--- src/rtl/uart_pkg.sv ---
// Shared definitions for the 4-bit odd-parity UART receive path:
// nibble/byte widths, frame-FSM state encoding and a parity helper.
package uart_pkg;

    localparam int NIBBLE_W = 4;
    localparam int BYTE_W   = 8;

    // Frame FSM states. The _E/_O suffix records whether an even or odd
    // number of ones has been seen so far in the frame (data plus parity).
    typedef enum logic [3:0] {
        ST_BREAK    = 4'd0,
        ST_IDLE     = 4'd1,
        ST_START    = 4'd2,
        ST_BIT1_E   = 4'd3,
        ST_BIT1_O   = 4'd4,
        ST_BIT2_E   = 4'd5,
        ST_BIT2_O   = 4'd6,
        ST_BIT3_E   = 4'd7,
        ST_BIT3_O   = 4'd8,
        ST_BIT4_E   = 4'd9,
        ST_BIT4_O   = 4'd10,
        ST_PAR_E    = 4'd11,
        ST_PAR_O    = 4'd12,
        ST_STOP_OK  = 4'd13,
        ST_STOP_ERR = 4'd14
    } frame_state_e;

    // Parity bit that makes the total count of ones over nibble+parity odd.
    function automatic logic odd_parity(input logic [NIBBLE_W-1:0] nib);
        return ~^nib;
    endfunction

endpackage

--- src/rtl/uart_rx_frame_fsm.sv ---
// Per-bit frame tracker for the 4-bit odd-parity UART frame
// (start 0, d0..d3 LSB first, parity, stop 1; one bit per clock).
// All outputs are registered decodes of the next state.
module uart_rx_frame_fsm
    import uart_pkg::*;
(
    input  logic clk,
    input  logic reset_n,
    input  logic clear,
    input  logic signal,
    output logic frame_ok,
    output logic frame_err,
    output logic frame_brk,
    output logic bit_strobe,
    output logic busy
);

    frame_state_e state_r;
    frame_state_e state_nxt_s;
    logic         busy_nxt_s;
    logic         strobe_nxt_s;
    logic         frame_ok_r;
    logic         frame_err_r;
    logic         frame_brk_r;
    logic         bit_strobe_r;
    logic         busy_r;

    // Next-state logic: parity is folded into the state as bits arrive.
    always_comb begin
        state_nxt_s = state_r;
        if (clear) begin
            state_nxt_s = ST_BREAK;
        end else begin
            case (state_r)
                ST_BREAK:    state_nxt_s = signal ? ST_IDLE   : ST_BREAK;
                ST_IDLE:     state_nxt_s = signal ? ST_IDLE   : ST_START;
                ST_START:    state_nxt_s = signal ? ST_BIT1_O : ST_BIT1_E;
                ST_BIT1_E:   state_nxt_s = signal ? ST_BIT2_O : ST_BIT2_E;
                ST_BIT1_O:   state_nxt_s = signal ? ST_BIT2_E : ST_BIT2_O;
                ST_BIT2_E:   state_nxt_s = signal ? ST_BIT3_O : ST_BIT3_E;
                ST_BIT2_O:   state_nxt_s = signal ? ST_BIT3_E : ST_BIT3_O;
                ST_BIT3_E:   state_nxt_s = signal ? ST_BIT4_O : ST_BIT4_E;
                ST_BIT3_O:   state_nxt_s = signal ? ST_BIT4_E : ST_BIT4_O;
                ST_BIT4_E:   state_nxt_s = signal ? ST_PAR_O  : ST_PAR_E;
                ST_BIT4_O:   state_nxt_s = signal ? ST_PAR_E  : ST_PAR_O;
                ST_PAR_E:    state_nxt_s = signal ? ST_STOP_ERR : ST_BREAK;
                ST_PAR_O:    state_nxt_s = signal ? ST_STOP_OK  : ST_BREAK;
                ST_STOP_OK:  state_nxt_s = signal ? ST_IDLE   : ST_START;
                ST_STOP_ERR: state_nxt_s = signal ? ST_IDLE   : ST_START;
                default:     state_nxt_s = ST_BREAK;
            endcase
        end
    end

    // Output decode of the next state so the registered flags line up with it.
    always_comb begin
        busy_nxt_s   = 1'b0;
        strobe_nxt_s = 1'b0;
        case (state_nxt_s)
            ST_START, ST_BIT1_E, ST_BIT1_O, ST_BIT2_E, ST_BIT2_O,
            ST_BIT3_E, ST_BIT3_O: begin
                busy_nxt_s   = 1'b1;
                strobe_nxt_s = 1'b1;
            end
            ST_BIT4_E, ST_BIT4_O, ST_PAR_E, ST_PAR_O: begin
                busy_nxt_s   = 1'b1;
                strobe_nxt_s = 1'b0;
            end
            default: begin
                busy_nxt_s   = 1'b0;
                strobe_nxt_s = 1'b0;
            end
        endcase
    end

    // State register and registered frame status flags.
    always_ff @(posedge clk or negedge reset_n) begin
        if (!reset_n) begin
            state_r      <= ST_BREAK;
            frame_ok_r   <= 1'b0;
            frame_err_r  <= 1'b0;
            frame_brk_r  <= 1'b0;
            bit_strobe_r <= 1'b0;
            busy_r       <= 1'b0;
        end else begin
            state_r      <= state_nxt_s;
            frame_ok_r   <= (state_nxt_s == ST_STOP_OK);
            frame_err_r  <= (state_nxt_s == ST_STOP_ERR);
            frame_brk_r  <= !clear && !signal &&
                            ((state_r == ST_PAR_E) || (state_r == ST_PAR_O));
            bit_strobe_r <= strobe_nxt_s;
            busy_r       <= busy_nxt_s;
        end
    end

    assign frame_ok   = frame_ok_r;
    assign frame_err  = frame_err_r;
    assign frame_brk  = frame_brk_r;
    assign bit_strobe = bit_strobe_r;
    assign busy       = busy_r;

endmodule

--- src/rtl/uart_rx_byte_ctrl.sv ---
// Receive-side controller: captures nibbles from the frame FSM, pairs
// them into bytes, buffers them in a small FIFO with valid/ready output
// and keeps saturating error/break/drop statistics.
// Optional build macro UART_RX_NIBBLE_TIMEOUT_EN flushes a lone low nibble
// as {4'h0, low} after TIMEOUT idle cycles.
module uart_rx_byte_ctrl
    import uart_pkg::*;
#(
    parameter int FIFO_DEPTH = 4,
    parameter int CNT_W      = 8,
    parameter int TIMEOUT    = 32
) (
    input  logic              clk,
    input  logic              reset_n,
    input  logic              signal,
    input  logic              enable,
    output logic [BYTE_W-1:0] out_data,
    output logic              out_valid,
    input  logic              out_ready,
    output logic [CNT_W-1:0]  err_count,
    output logic [CNT_W-1:0]  brk_count,
    output logic [CNT_W-1:0]  drop_count,
    output logic              overflow,
    output logic              pending,
    output logic              busy
);

    localparam int             AW       = $clog2(FIFO_DEPTH);
    localparam logic [AW:0]    PTR_ONE  = {{AW{1'b0}}, 1'b1};
    localparam logic [CNT_W-1:0] CNT_MAX = {CNT_W{1'b1}};

    // Saturating increment for the statistics counters.
    function automatic logic [CNT_W-1:0] sat_inc(input logic [CNT_W-1:0] v);
        return (v == CNT_MAX) ? v : v + CNT_W'(1);
    endfunction

    logic                frame_ok_s, frame_err_s, frame_brk_s, bit_strobe_s, busy_s;
    logic [NIBBLE_W-1:0] shreg_r;
    logic [1:0]          bit_cnt_r;
    logic [NIBBLE_W-1:0] low_r;
    logic                pending_r;
    logic [BYTE_W-1:0]   mem_r [FIFO_DEPTH];
    logic [AW:0]         wr_ptr_r, rd_ptr_r;
    logic [CNT_W-1:0]    err_r, brk_r, drop_r;
    logic                ovf_r;
    logic                fifo_empty_s, fifo_full_s, pop_s, push_s, drop_s;
    logic                wr_req_s;
    logic [BYTE_W-1:0]   wr_byte_s;
    logic                timeout_hit_s;

    uart_rx_frame_fsm u_frame_fsm (
        .clk        (clk),
        .reset_n    (reset_n),
        .clear      (!enable),
        .signal     (signal),
        .frame_ok   (frame_ok_s),
        .frame_err  (frame_err_s),
        .frame_brk  (frame_brk_s),
        .bit_strobe (bit_strobe_s),
        .busy       (busy_s)
    );

`ifdef UART_RX_NIBBLE_TIMEOUT_EN
    localparam int TW = $clog2(TIMEOUT + 1);
    logic [TW-1:0] idle_cnt_r;
    logic          idle_s;

    // Pending with no frame activity: the FSM is sitting in IDLE.
    assign idle_s        = pending_r && !busy_s && !frame_ok_s && !frame_err_s && !frame_brk_s;
    assign timeout_hit_s = enable && idle_s && (idle_cnt_r == TW'(TIMEOUT - 1));

    // Idle counter; any start bit (busy) or loss of pending restarts it.
    always_ff @(posedge clk or negedge reset_n) begin
        if (!reset_n) begin
            idle_cnt_r <= {TW{1'b0}};
        end else if (!enable || !idle_s || timeout_hit_s) begin
            idle_cnt_r <= {TW{1'b0}};
        end else begin
            idle_cnt_r <= idle_cnt_r + TW'(1);
        end
    end
`else
    logic unused_timeout_s;
    // TIMEOUT only matters when the flush feature is built in.
    assign unused_timeout_s = (TIMEOUT > 0);
    assign timeout_hit_s    = 1'b0;
`endif

    assign fifo_empty_s = (wr_ptr_r == rd_ptr_r);
    assign fifo_full_s  = (wr_ptr_r[AW] != rd_ptr_r[AW]) &&
                          (wr_ptr_r[AW-1:0] == rd_ptr_r[AW-1:0]);
    assign pop_s        = out_ready && !fifo_empty_s;

    // Byte write request: completed pair, or a timed-out lone low nibble.
    always_comb begin
        wr_req_s  = 1'b0;
        wr_byte_s = {BYTE_W{1'b0}};
        if (enable && frame_ok_s && pending_r) begin
            wr_req_s  = 1'b1;
            wr_byte_s = {shreg_r, low_r};
        end else if (timeout_hit_s) begin
            wr_req_s  = 1'b1;
            wr_byte_s = {4'h0, low_r};
        end else begin
            wr_req_s  = 1'b0;
            wr_byte_s = {BYTE_W{1'b0}};
        end
    end

    // A full FIFO still accepts a write when the head leaves in the same cycle.
    assign push_s = wr_req_s && (!fifo_full_s || pop_s);
    assign drop_s = wr_req_s && fifo_full_s && !pop_s;

    // Data capture: one bit per strobe, placed by the bit counter, d0 first.
    always_ff @(posedge clk or negedge reset_n) begin
        if (!reset_n) begin
            shreg_r   <= {NIBBLE_W{1'b0}};
            bit_cnt_r <= 2'd0;
        end else if (!enable) begin
            shreg_r   <= {NIBBLE_W{1'b0}};
            bit_cnt_r <= 2'd0;
        end else if (bit_strobe_s) begin
            shreg_r[bit_cnt_r] <= signal;
            bit_cnt_r          <= bit_cnt_r + 2'd1;
        end else if (!busy_s) begin
            bit_cnt_r <= 2'd0;
        end
    end

    // Nibble pairing: first good nibble is held, second completes the byte.
    always_ff @(posedge clk or negedge reset_n) begin
        if (!reset_n) begin
            pending_r <= 1'b0;
            low_r     <= {NIBBLE_W{1'b0}};
        end else if (!enable) begin
            pending_r <= 1'b0;
            low_r     <= {NIBBLE_W{1'b0}};
        end else if (frame_ok_s) begin
            if (pending_r) begin
                pending_r <= 1'b0;
            end else begin
                low_r     <= shreg_r;
                pending_r <= 1'b1;
            end
        end else if (frame_err_s || frame_brk_s || timeout_hit_s) begin
            pending_r <= 1'b0;
        end
    end

    // Byte FIFO: circular buffer with an extra wrap bit on each pointer.
    always_ff @(posedge clk or negedge reset_n) begin
        if (!reset_n) begin
            wr_ptr_r <= {(AW+1){1'b0}};
            rd_ptr_r <= {(AW+1){1'b0}};
            for (int i = 0; i < FIFO_DEPTH; i++) begin
                mem_r[i] <= {BYTE_W{1'b0}};
            end
        end else begin
            if (push_s) begin
                mem_r[wr_ptr_r[AW-1:0]] <= wr_byte_s;
                wr_ptr_r                <= wr_ptr_r + PTR_ONE;
            end
            if (pop_s) begin
                rd_ptr_r <= rd_ptr_r + PTR_ONE;
            end
        end
    end

    // Statistics: saturating counters and the sticky overflow flag.
    always_ff @(posedge clk or negedge reset_n) begin
        if (!reset_n) begin
            err_r  <= {CNT_W{1'b0}};
            brk_r  <= {CNT_W{1'b0}};
            drop_r <= {CNT_W{1'b0}};
            ovf_r  <= 1'b0;
        end else begin
            if (enable && frame_err_s) begin
                err_r <= sat_inc(err_r);
            end
            if (enable && frame_brk_s) begin
                brk_r <= sat_inc(brk_r);
            end
            if (drop_s) begin
                drop_r <= sat_inc(drop_r);
                ovf_r  <= 1'b1;
            end
        end
    end

    assign out_data   = mem_r[rd_ptr_r[AW-1:0]];
    assign out_valid  = !fifo_empty_s;
    assign err_count  = err_r;
    assign brk_count  = brk_r;
    assign drop_count = drop_r;
    assign overflow   = ovf_r;
    assign pending    = pending_r;
    assign busy       = busy_s;

endmodule

--- config.mk ---
export PLATFORM = sky130hd
export DESIGN_NAME = uart_rx_byte_ctrl
export DESIGN_NICKNAME = d
export VERILOG_FILES = /design/src/rtl/uart_pkg.sv /design/src/rtl/uart_rx_frame_fsm.sv /design/src/rtl/uart_rx_byte_ctrl.sv
export SDC_FILE = /design/constraint.sdc
export NUM_CORES = 1
export LEC_CHECK = 0
export ABC_CLOCK_PERIOD_IN_PS = 2200
export CAP_MARGIN = 20
export CORE_UTILIZATION = 50
export CTS_BUF_LIST = sky130_fd_sc_hd__clkbuf_4 sky130_fd_sc_hd__clkbuf_8
export DETAILED_ROUTE_END_ITERATION = 8
export GPL_ROUTABILITY_DRIVEN = 0
export GPL_TIMING_DRIVEN = 0
export PLACE_DENSITY = 0.74
export SYNTH_ARGS = -nofsm -noshare
export SYNTH_HDL_FRONTEND = slang
export SYNTH_SLANG_ARGS = --single-unit
--- constraint.sdc ---
create_clock -name clk -period 2.2 [get_ports clk]
set_input_delay 0.33 -clock clk [delete_from_list [all_inputs] [get_ports clk]]
set_output_delay 0.33 -clock clk [all_outputs]
set_load 0.01 [all_outputs]
Word-level counts from Yosys, hierarchy flattened

Memories as Yosys holds them, arrays and structs flattened. A register that Yosys moved wholly into a read port is not among the register bits.
Cells that the tools add are included.

Memories kept: 1
Input port bits: 5
Bits in registers: 81
Bits in read-only memories: 32
Output and inout bits: 36
Word-level logic and storage cells: 127

Memory list:

| name             | words | width | read ports | clocked after memory_dff | wr ports | line                    | RTL |
|---|---|---|---|---|---|---|---|
| (name not given) | 16    | 2     | 1          | 1                        | 0        | uart_rx_frame_fsm.sv:59 | `case (state_nxt_s)` |

Order comparisons: 5
Muxes and demuxes: 38
Reduce and logical (&&, ||, !) cells: 27
Eq/ne operators: 27
Bitwise gates (word level): 5
$add $sub $neg: 6

Operator list:

| kind                  | number |
|---|---|
| $pmux W4 S13          | 1 |
| $mux W4               | 10 |
| $eq A4 B4 Y1 const B  | 9 |
| $bwmux W32            | 1 |
| $mux W8               | 4 |
| $add A8 B1 Y8 const B | 3 |
| $eq A8 B8 Y1 const B  | 3 |
| $bmux W8 S2           | 1 |
| $demux W8 S2          | 1 |
| $eq A4 B3 Y1 const B  | 4 |
| $mux W2               | 8 |
| $logic_and A1 B1 Y1   | 13 |
| $mux W3               | 3 |
| $eq A4 B2 Y1 const B  | 2 |
| $reduce_and A2 Y1     | 4 |
| $mux W1               | 7 |
| $add A3 B1 Y3 const B | 2 |
| $ge A3 B3 Y1 const B  | 2 |
| $not A2 Y3            | 2 |
| $logic_not A1 Y1      | 5 |
| $bwmux W4             | 1 |
| $eq A4 B1 Y1 const B  | 1 |
| $logic_not A4 Y1      | 1 |
| $ne A2 B1 Y1 const B  | 2 |
| other kinds (14)      | 18 |

Longest topological paths before layout

Gate-level depths: netlist (run 1).

Depth after elaboration: 7
Depth in mapped cells: 6
Depth with buffers taken out: 5

By module

Synthesis (run 1) repeated with hierarchy kept, for this count alone.

Cell total of the unflattened synthesis: 331
Area, all modules: 4,175.3 µm²

By module, submodules not included:

| module            | cells each | area an instance (µm²) | instances | sequential area each (µm²) |
|---|---|---|---|---|
| uart_rx_byte_ctrl | 266        | 3,502.1                | 1         | 1,851.8 |
| uart_rx_frame_fsm | 65         | 673.1                  | 1         | 225.2 |

Worst setup path after synthesis (run 1)

Ideal clock, no wire load.

Path kind: register to register
From: register rd_ptr_r[0]
To: register drop_r[1] (netlist: drop_count[1])
Buffers on the path: 2
Required time: 2,075 ps
Arrival time: 1,539 ps
Stages on the path, launching flop included: 7
Setup slack: 536 ps
Period minus slack after synthesis: 1,664 ps
Setup time: 125 ps
Path through: dfrtp_1 buf_6 xnor2_2 nand4b_4 buf_6 nor2_1 mux2_2

Cells in the longest elaborated chain, start to end: 6
Elaborated cells between the ends (all ways): 9
Those cells by class: eq/ne (2); reduce/logical (7)

Ends and longest elaborated chain:

| element                                | line                     | RTL |
|---|---|---|
| start: declaration                     | uart_rx_byte_ctrl.sv:43  | `logic [AW:0] wr_ptr_r, rd_ptr_r;` |
| start signal: assignment               | uart_rx_byte_ctrl.sv:154 | `rd_ptr_r <= {(AW+1){1'b0}};` |
| start signal: assignment               | uart_rx_byte_ctrl.sv:164 | `rd_ptr_r <= rd_ptr_r + PTR_ONE;` |
| $eq A3 B3 Y1                           | uart_rx_byte_ctrl.sv:89  | `assign fifo_empty_s = (wr_ptr_r == rd_ptr_r);` |
| $logic_not A1 Y1                       | uart_rx_byte_ctrl.sv:92  | `assign pop_s = out_ready && !fifo_empty_s;` |
| $logic_and A1 B1 Y1                    | uart_rx_byte_ctrl.sv:92  |  |
| $logic_not A1 Y1                       | uart_rx_byte_ctrl.sv:112 | `assign drop_s = wr_req_s && fifo_full_s && !pop_s;` |
| $logic_and A1 B1 Y1 (*)                | uart_rx_byte_ctrl.sv:112 |  |
| $reduce_and A2 Y1 (no source line) (*) | -                        |  |
| end signal: assignment                 | uart_rx_byte_ctrl.sv:174 | `drop_r <= {CNT_W{1'b0}};` |
| end signal: assignment                 | uart_rx_byte_ctrl.sv:184 | `drop_r <= sat_inc(drop_r);` |
| end: declaration                       | uart_rx_byte_ctrl.sv:44  | `logic [CNT_W-1:0] err_r, brk_r, drop_r;` |

Mark *: on every way between the ends. The rest lies on a longest branch, timed or not.
A chain may end at the register's enable or synchronous reset.

Final worst setup path (run 1)

From: register rd_ptr_r[0]
To: output port out_data[4]

Cells in the longest elaborated chain, start to end: 4

Ends and longest elaborated chain:

| element                                    | line                     | RTL |
|---|---|---|
| $not A2 Y3 (not written as such)           | uart_rx_byte_ctrl.sv:190 | `assign out_data = mem_r[rd_ptr_r[AW-1:0]];` |
| $bmux W8 S2                                | uart_rx_byte_ctrl.sv:190 |  |
| $mux W8 (not written as such) (2 in a row) | uart_rx_byte_ctrl.sv:190 |  |
| end: declaration                           | uart_rx_byte_ctrl.sv:17  | `output logic [BYTE_W-1:0] out_data,` |

No other way between the ends. The select of a mux whose other input is x is not followed.

==> impl_metrics.yaml, run 1 <==
outcome:
  status: "complete, no violations"
clock_network:
  cts_buffers: 9
  cts_tree: "built"
  htreeDepth: 3
  clk_pin_slew_ns: 0.08
  clkSinkCount: 83
  cts_root_buf: "clkbuf_8"
  cts_buffer_depth: 2
  clk-insertion-delay-late_ns: 0.34
detailed_routing:
  viasPerCell: 5.41
  ant_nets: 0
  wl_met2_um: 3420
  drcViolationCount: 0
  wl_met1_um: 3360
  drt-pass1-iter-count: 4
  highest_layer: "met4"
  dr.first_iter.drc_count: 131
  vias: 2667
  dr_wl_met3_um: 216
  wl_per_cell_um: 14.4
  routed_wirelength_um: 7080
critical_path:
  r2r-start: "rd_ptr_r[1]"
  cp-start-kind: "flop"
  cp_data_arrival_time_ns: 1.75
  criticalPathCategory: "flop to output pin"
  r2r-end: "drop_count[1]"
  r2r_cells: 6
  worstPathRequired_ns: 1.87
  path_max_fanout: 10
  r2r_setup_slack_ns: 0.41
  cp-end-kind: "output pin"
floorplan:
  pin_count: 41
  initial_core_util: 0.519
  core_um2: 7770
  rows: 32
  dieArea_um2: 8430
  chipWidth_um: 91.8
  die_h_um: 91.8
timing:
  rsz0062_at_grt: "false"
  max_freq_mhz: 481
  fin_crit_sh: 0.945
  setup_viol: 0
  setup_tns_ns: 0
  fin_skew_ns: 0.0102
  drv_slew: 0
  hold_violations: 0
  tightest_slew_ns: 0.536
  final.min_clock_period_ns: 2.08
  relSlewSlack: 0.643
  worst_slack_ns: 0.122
yosys:
  synth_edf_count: 0
  synth_cell_types: 47
  synth.avg_cell_area_um2: 12.1
  ys_ff_latch: 83
  yosys_warnings: 0
  ys_seq_area_frac: 0.515
  synthFlopType: "dfrtp_1"
  synthArstFlopShare: 1.00
  synthCells: 333
  syn_area_um2: 4040
  synth_nets: 350
global_routing:
  grt_pass1_wl_um: 12100
  grt_usage: 0.184
  overflow: 0
  antenna_found_initial: 0
  grt_pass1_vias: 2574
  grt_max_degree: 56
final_layout:
  diodes: 0
  fin_nets: 403
  final_cell_mix: "dfrtp_1 (83), mux2_2 (35), clkdlybuf4s50_1 (29)"
  multi_input_area_um2: 1840
  area_growth_pct: 18.8
  drive_gt1_frac: 0.199
  n_fill_cell: 631
  seqCellArea_um2: 2080
  layout_commonest_cell: "dfrtp_1"
min_path:
  hold_class: "input port to async pin"
placed_design:
  io_buffers: 39
  dp_slack_ns: 0.151
  post-dp-hpwl_um: 4950
pwr:
  p_leak_uw: 0.00231
  p_per_area_nw_per_um2: 667
  ir_worst_vdd_mv: 0.306
flow_run:
  drv_cap: 0
worst max-delay path by stage:
stage                startpoint       endpoint  slack [ns]
floorplan           rd_ptr_r[0]  drop_count[1]        0.54
global placement        reset_n       mem_r[5]       -2.14
detailed placement       enable   brk_count[5]        0.15
CTS                 rd_ptr_r[1]      out_valid        0.06
global route        rd_ptr_r[0]    out_data[4]        0.05
finish              rd_ptr_r[0]    out_data[4]        0.12
final cells by class:
class / instances / share of cell area
buffer: 15 / 0.0177
clock buffer: 10 / 0.0274
clock inverter: 6 / 0.0138
inverter: 12 / 0.00939
multi-input combinational: 223 / 0.383
sequential: 83 / 0.433
tap: 102 / 0.0266
timing repair buffer: 42 / 0.0887
cell usage after synthesis, drive strengths merged, types with 3 or more instances:
library cell / number / area, um2
a21oi: 8 / 40.0
a22oi: 3 / 22.5
buf: 6 / 42.5
clkbuf: 9 / 33.8
dfrtp: 83 / 2080
ha: 12 / 150
inv: 12 / 45.0
mux2: 37 / 417
mux2i: 5 / 50.1
mux4: 8 / 180
nand2: 25 / 93.8
nand2b: 3 / 18.8
nand3: 22 / 138
nand3b: 3 / 22.5
nand4: 3 / 18.8
nor2: 20 / 75.1
nor3: 12 / 60.1
o211ai: 3 / 32.5
o21ai: 8 / 40.0
xnor2: 8 / 85.1
xor2: 20 / 183
stage by stage:
stage          utilization  total power (uW)  std cells  instance area (um2)  hold slack [ns]
2_1_floorplan            -              2010        333                 4040           0.0344
3_3_place_gp         0.586              2130        474                 4550            0.476
3_5_place_dp         0.589              2150        475                 4580            0.281
4_1_cts              0.617              3260        493                 4790            0.435
5_1_grt              0.617              3370        493                 4790            0.475
6_report             0.617              3200        493                 4790            0.445
state kept, by name, indices dropped and copies added (netlist names):
register                flops
mem_r                      32
brk_count                   8
drop_count                  8
err_count                   8
low_r                       4
shreg_r                     4
u_frame_fsm.state_r         4
rd_ptr_r                    3
wr_ptr_r                    3
bit_cnt_r                   2
overflow                    1
pending                     1
u_frame_fsm.bit_strobe      1
u_frame_fsm.busy            1
u_frame_fsm.frame_brk       1
u_frame_fsm.frame_err       1
u_frame_fsm.frame_ok        1
where the power goes:
part / total [uW] / switching, uW / internal, uW / leakage (uW)
Combinational: 535 / 281 / 255 / 0.00106
Sequential: 1600 / 37.2 / 1570 / 0.00115
Clock: 1060 / 524 / 537 / 0.0000919
worst max-delay path, cell delays in order, from the launching register on:
cell and delay (ns):
dfrtp_1 0.40, buf_12 0.17, mux4_2 0.53, dlygate4sd2_1 0.31
per-layer routing:
layer	global-route usage	up-vias
met1	0.252	1321
li1	-	1283
met5	0	-
met4	0.0859	0
met2	0.286	57
met3	0.0323	6
kinds of logic (layout without fill, tap and decap cells):
group | after synthesis | count (layout) | share of synthesized area
muxes | 50 | 50 | 0.160
adders and majority gates | 12 | 12 | 0.0372
buffers and inverters | 27 | 85 | 0.0301
AOI/OAI and AO/OA | 37 | 37 | 0.0636
xor gates and xnor gates | 28 | 28 | 0.0664
DFF | 83 | 83 | 0.515
and+or+nand+nor | 96 | 96 | 0.128
what timing repair did:
action                                 in CTS  in global routing
hold buffers                                1                  0
setup buffers                               1                  0
setup endpoints to repair                   8                  1
endpoints found under the hold margin      28                  0
resized for setup                          10                  1
(Power assumes the default switching activity.)
==> run 2, diff against run 1 <==
--- a/config.mk
+++ b/config.mk
@@ -5,6 +5,7 @@
 export SDC_FILE = /design/constraint.sdc
 export NUM_CORES = 1
 export LEC_CHECK = 0
+export ABC_AREA = 1
 export ABC_CLOCK_PERIOD_IN_PS = 2200
 export CAP_MARGIN = 20
 export CORE_UTILIZATION = 50
@@ -12,7 +13,7 @@
 export DETAILED_ROUTE_END_ITERATION = 8
 export GPL_ROUTABILITY_DRIVEN = 0
 export GPL_TIMING_DRIVEN = 0
-export PLACE_DENSITY = 0.74
+export PLACE_DENSITY = 0.73
 export SYNTH_ARGS = -nofsm -noshare
 export SYNTH_HDL_FRONTEND = slang
 export SYNTH_SLANG_ARGS = --single-unit
==> impl_metrics.yaml, run 2 <==
yosys:
  ys_top_cells_by_area: "dfrtp_1 (47%), nand2_1 (12%), nand3_1 (7.0%)"
  ys_seq_area_frac: 0.475
  synthTopCellsByCount: "nand2_1 (145), dfrtp_1 (83), nand3_1 (61), nor2_1 (51), inv_1 (39)"
  yosys_warnings: 0
  synthFlopType: "dfrtp_1"
  synth_top_cell_by_area: "dfrtp_1"
  synth.avg_cell_area_um2: 8.25
  synth_edf_count: 0
  synthCells: 530
  yosys.cell_count.top_type: "nand2_1"
  synth_nets: 547
  ys_ff_latch: 83
  syn_area_um2: 4370
  synthArstFlopShare: 1.00
  yosysTopAreaCellShare: 0.475
  synth_cell_types: 37
clock_network:
  cts_root_buf: "clkbuf_8"
  clkSinkCount: 83
  clk_pin_slew_ns: 0.09
  htreeDepth: 3
  clk-insertion-delay-late_ns: 0.35
  cts_buffers: 9
  cts_tree: "built"
  cts_buffer_depth: 2
final_layout:
  diodes: 0
  largest_reg_flops: 32
  final_area_um2: 5170
  layout_commonest_cell: "nand2_1"
  seqCellArea_um2: 2080
  final_core_util: 0.620
  fin_nets: 599
  regMostFlops: "mem_r"
  final_cell_mix: "nand2_1 (145), dfrtp_1 (83), nand3_1 (61)"
  n_fill_cell: 755
  multi_input_area_um2: 2030
  final_cells: 692
  drive_gt1_frac: 0.109
  area_growth_pct: 18.3
detailed_routing:
  dr.first_iter.drc_count: 205
  ant_nets: 0
  routed_wirelength_um: 9270
  viasPerCell: 5.25
  vias: 3636
  drt-pass1-iter-count: 4
  wl_per_cell_um: 13.4
  drcViolationCount: 0
timing:
  drv_slew: 0
  max_freq_mhz: 484
  fin_crit_sh: 0.939
  rsz0062_at_grt: "false"
  fin_skew_ns: 0.0156
  tightest_slew_ns: 0.496
  setup_viol: 0
  hold_violations: 0
  worst_slack_ns: 0.135
  relSlewSlack: 0.670
  final.min_clock_period_ns: 2.07
min_path:
  whs_path_depth: 3
  hold_end: "pending"
  hold_class: "input port to flop"
  min_from: "enable"
pwr:
  p_leak_uw: 0.00263
  ir_worst_vdd_mv: 0.403
  total_power_uw: 4030
  p_per_area_nw_per_um2: 780
outcome:
  status: "complete, no violations"
floorplan:
  chipWidth_um: 95.5
  initial_core_util: 0.524
  pin_count: 41
  dieArea_um2: 9120
  die_h_um: 95.5
  core_um2: 8340
  rows: 33
critical_path:
  cp-start-kind: "flop"
  criticalPathCategory: "flop to output pin"
  cp-end-kind: "output pin"
  worstPathRequired_ns: 1.87
  crit_slowest_cell: "dfrtp_1"
  cp_slowest_stage_delay_ns: 0.39
  r2r_cells: 8
  path_cells: "buf_4 -> inv_4 -> buf_6 -> nor2_1 -> o22ai_1 -> dlygate4sd2_1"
  r2r_setup_slack_ns: 0.45
  cp_data_arrival_time_ns: 1.74
  r2r-start: "rd_ptr_r[0]"
  path_max_fanout: 10
  r2r-end: "drop_count[6]"
global_routing:
  antenna_found_initial: 0
  overflow: 0
  grt_pass1_vias: 3463
  grt_pass1_wl_um: 16100
  grt_usage: 0.225
  grt_max_degree: 63
placed_design:
  placed_cells: 675
  io_buffers: 39
  dp_slack_ns: -0.222
  post-dp-hpwl_um: 6540
  dpl_cell_area_um2: 4920
flow_run:
  drv_cap: 0
run 2: how the worst max path moves through the flow:
stage                start  cells after the start            to  slack, ns
3_5_place_dp   rd_ptr_r[0]                      6   out_data[0]      -0.22
4_1_cts        rd_ptr_r[1]                      4     out_valid       0.05
5_1_grt        rd_ptr_r[0]                      5   out_data[6]       0.02
6_report       rd_ptr_r[0]                      6   out_data[0]       0.13
2_1_floorplan  rd_ptr_r[0]                      5   out_data[6]       0.62
3_3_place_gp       reset_n                      1  err_count[1]      -2.23
run 2: metal layers:
layer / vias up / global-route usage / part of all wire
met1: 1723 / 0.303 / 0.46
met3: 9 / 0.0486 / 0.045
met5: - / 0 / 0
met4: 0 / 0.0510 / 0.0095
met2: 83 / 0.371 / 0.49
li1: 1821 / - / -
run 2: worst max-delay path, delay by kind of cell, from the launching register on:
kind                   cells  cell delay, ns
AO/OA/AOI/OAI              1            0.21
flip-flops                 1            0.39
buffers and inverters      4            0.72
AND/OR/NAND/NOR            1            0.06
run 2: cell families after synthesis:
family / Yosys count / synth area share
multiplexers: 2 / 0.00515
XOR/XNOR: 27 / 0.0558
buffers and inverters: 64 / 0.0644
AND/OR/NAND/NOR: 284 / 0.287
flip-flops: 83 / 0.475
AO/OA/AOI/OAI: 58 / 0.0781
adder cells (fa/ha/maj): 12 / 0.0343
run 2: cell type report:
type	instances	area share
clock buffer	9	0.0239
tap	105	0.0254
inverter	46	0.0339
sequential	83	0.402
clock inverter	7	0.0191
multi-input combinational	383	0.392
timing repair buffer	41	0.0808
buffer	18	0.0237
run 2: per-stage QoR:
stage,setup TNS [ns],hold slack [ns]
2_1_floorplan,0,0.0344
3_5_place_dp,-1.39,0.249
4_1_cts,0,0.297
6_report,0,0.304
3_3_place_gp,-185.76,0.448
5_1_grt,0,0.314
run 2: report_power, final:
group | internal, uW | total [uW] | switching, uW
sequential | 1590 | 1660 | 67.2
clock | 648 | 1230 | 584
combinational | 469 | 1140 | 670
run 2: repair_timing:
action,4_1_cts,5_1_grt
endpoints found under the setup margin,8,1
hold buffers,1,0
cloned,0,0
pin swaps,0,0
buffers inserted,0,0
hold endpoints to repair,21,0
resized for setup,17,2
==> run 3, diff against run 2 <==
--- a/config.mk
+++ b/config.mk
@@ -8,12 +8,12 @@
 export ABC_AREA = 1
 export ABC_CLOCK_PERIOD_IN_PS = 2200
 export CAP_MARGIN = 20
-export CORE_UTILIZATION = 50
+export CORE_UTILIZATION = 30
 export CTS_BUF_LIST = sky130_fd_sc_hd__clkbuf_4 sky130_fd_sc_hd__clkbuf_8
 export DETAILED_ROUTE_END_ITERATION = 8
 export GPL_ROUTABILITY_DRIVEN = 0
 export GPL_TIMING_DRIVEN = 0
-export PLACE_DENSITY = 0.73
+export PLACE_DENSITY = 0.49
 export SYNTH_ARGS = -nofsm -noshare
 export SYNTH_HDL_FRONTEND = slang
 export SYNTH_SLANG_ARGS = --single-unit
==> impl_metrics.yaml, run 3 (synthesis results as in run 2) <==
detailed_routing:
  drcViolationCount: 0
  dr.first_iter.drc_count: 145
  routed_wirelength_um: 10200
  wl_per_cell_um: 13.2
  ant_nets: 0
  viasPerCell: 4.74
  drt-pass1-iter-count: 4
  vias: 3650
min_path:
  hold_end: "pending"
  min_from: "enable"
  hold_class: "input port to flop"
  whs_path_depth: 3
floorplan:
  dieArea_um2: 15100
  core_um2: 14000
  pin_count: 41
  initial_core_util: 0.311
  chipWidth_um: 123
  die_h_um: 123
  rows: 43
clock_network:
  clk_pin_slew_ns: 0.08
  htreeDepth: 3
  clkSinkCount: 83
  clk-insertion-delay-late_ns: 0.37
  cts_buffer_depth: 2
  cts_root_buf: "clkbuf_8"
  cts_tree: "built"
  cts_buffers: 9
timing:
  setup_viol: 0
  drv_slew: 0
  fin_skew_ns: 0.0104
  relSlewSlack: 0.664
  rsz0062_at_grt: "false"
  holdWs_ns: 0.284
  worst_slack_ns: 0.115
  hold_violations: 0
  max_freq_mhz: 480
  fin_crit_sh: 0.948
  final.min_clock_period_ns: 2.09
  tightest_slew_ns: 0.504
critical_path:
  cp_slowest_stage_delay_ns: 0.36
  crit_slowest_cell: "dfrtp_1"
  r2r-end: "drop_count[6]"
  criticalPathCategory: "flop to output pin"
  path_cells: "buf_4 -> inv_4 -> buf_6 -> o21ai_0 -> o22ai_1 -> dlygate4sd2_1"
  r2r-start: "rd_ptr_r[1]"
  path_buf_inv: 4
  r2r_setup_slack_ns: 0.38
  worstPathRequired_ns: 1.87
  cp-start-kind: "flop"
  r2r_cells: 9
  cp_data_arrival_time_ns: 1.76
  cp-end-kind: "output pin"
  path_max_fanout: 10
  crit_family: "buffers and inverters"
final_layout:
  area_growth_pct: 20.3
  drive_gt1_frac: 0.115
  final_cell_mix: "nand2_1 (145), dfrtp_1 (83), nand3_1 (61)"
  fin_nets: 602
  final_cells: 770
  diodes: 0
  largest_reg_flops: 32
  regMostFlops: "mem_r"
  layout_commonest_cell: "nand2_1"
global_routing:
  overflow: 0
  grt_max_degree: 64
  grt_pass1_vias: 3510
  grt_usage: 0.146
  antenna_found_initial: 0
  grt_pass1_wl_um: 17200
placed_design:
  io_buffers: 39
  post-dp-hpwl_um: 7170
  dp_slack_ns: -0.316
  placed_cells: 750
flow_run:
  drv_cap: 0
outcome:
  status: "complete, no violations"
pwr:
  p_leak_uw: 0.00263
  ir_worst_vdd_mv: 0.341
  p_per_area_nw_per_um2: 760
[run 3: layer usage]
metal,global-route usage,vias to the layer above,part of all wire
met5,0,-,0
met4,0.0732,0,0.011
met3,0.0237,6,0.038
met2,0.230,56,0.47
met1,0.193,1763,0.48
li1,-,1825,-
[run 3: report_power, final]
part           switching [uW]  leakage, uW  internal [uW]
sequential               68.5      0.00112           1590
combinational             691      0.00140            500
clock                     568    0.0000994            580
[run 3: stage by stage]
step                      area [um2]  TNS [ns]  power (uW)   util
after floorplan                 4370         0        2390      -
after global placement          4990   -201.56        2880  0.355
after detailed placement        5010     -2.02        2870  0.357
after CTS                       5260         0        4070  0.375
after global routing            5260         0        4250  0.375
final                           5260         0        4000  0.375
[run 3: worst max path at each step]
| stage | start | endpoint | slack [ns] | depth (start not counted) |
|---|---|---|---|---|
| finish | rd_ptr_r[0] | out_data[6] | 0.11 | 6 |
| global route | rd_ptr_r[1] | out_data[7] | 0.006 | 6 |
| CTS | rd_ptr_r[1] | out_data[0] | 0.004 | 6 |
| detailed placement | rd_ptr_r[0] | out_data[6] | -0.32 | 6 |
| global placement | reset_n | brk_count[2] | -2.41 | 1 |
| floorplan | rd_ptr_r[0] | out_data[6] | 0.62 | 5 |
[run 3: what timing repair did]
action	in CTS	in global routing
buffers inserted	3	0
hold buffers	1	0
hold endpoints to repair	20	0
pin swaps	1	1
gates resized for setup	19	3
setup endpoints to repair	9	5
[run 3: worst min-delay path: cells and delay by family]
family / cells / cell delay [ns]
AOI/OAI and AO/OA: 1 / 0.05
and+or+nand+nor: 1 / 0.07
buffers and inverters: 1 / 0.15
[run 3: final cells by class]
type / instances / area, um2
clock inverter: 4 / 50.0
multi-input combinational: 383 / 2010
sequential: 83 / 2080
fill: 1459 / 8780
clock buffer: 12 / 153
tap: 180 / 225
inverter: 46 / 179
timing repair buffer: 44 / 433
buffer: 18 / 131
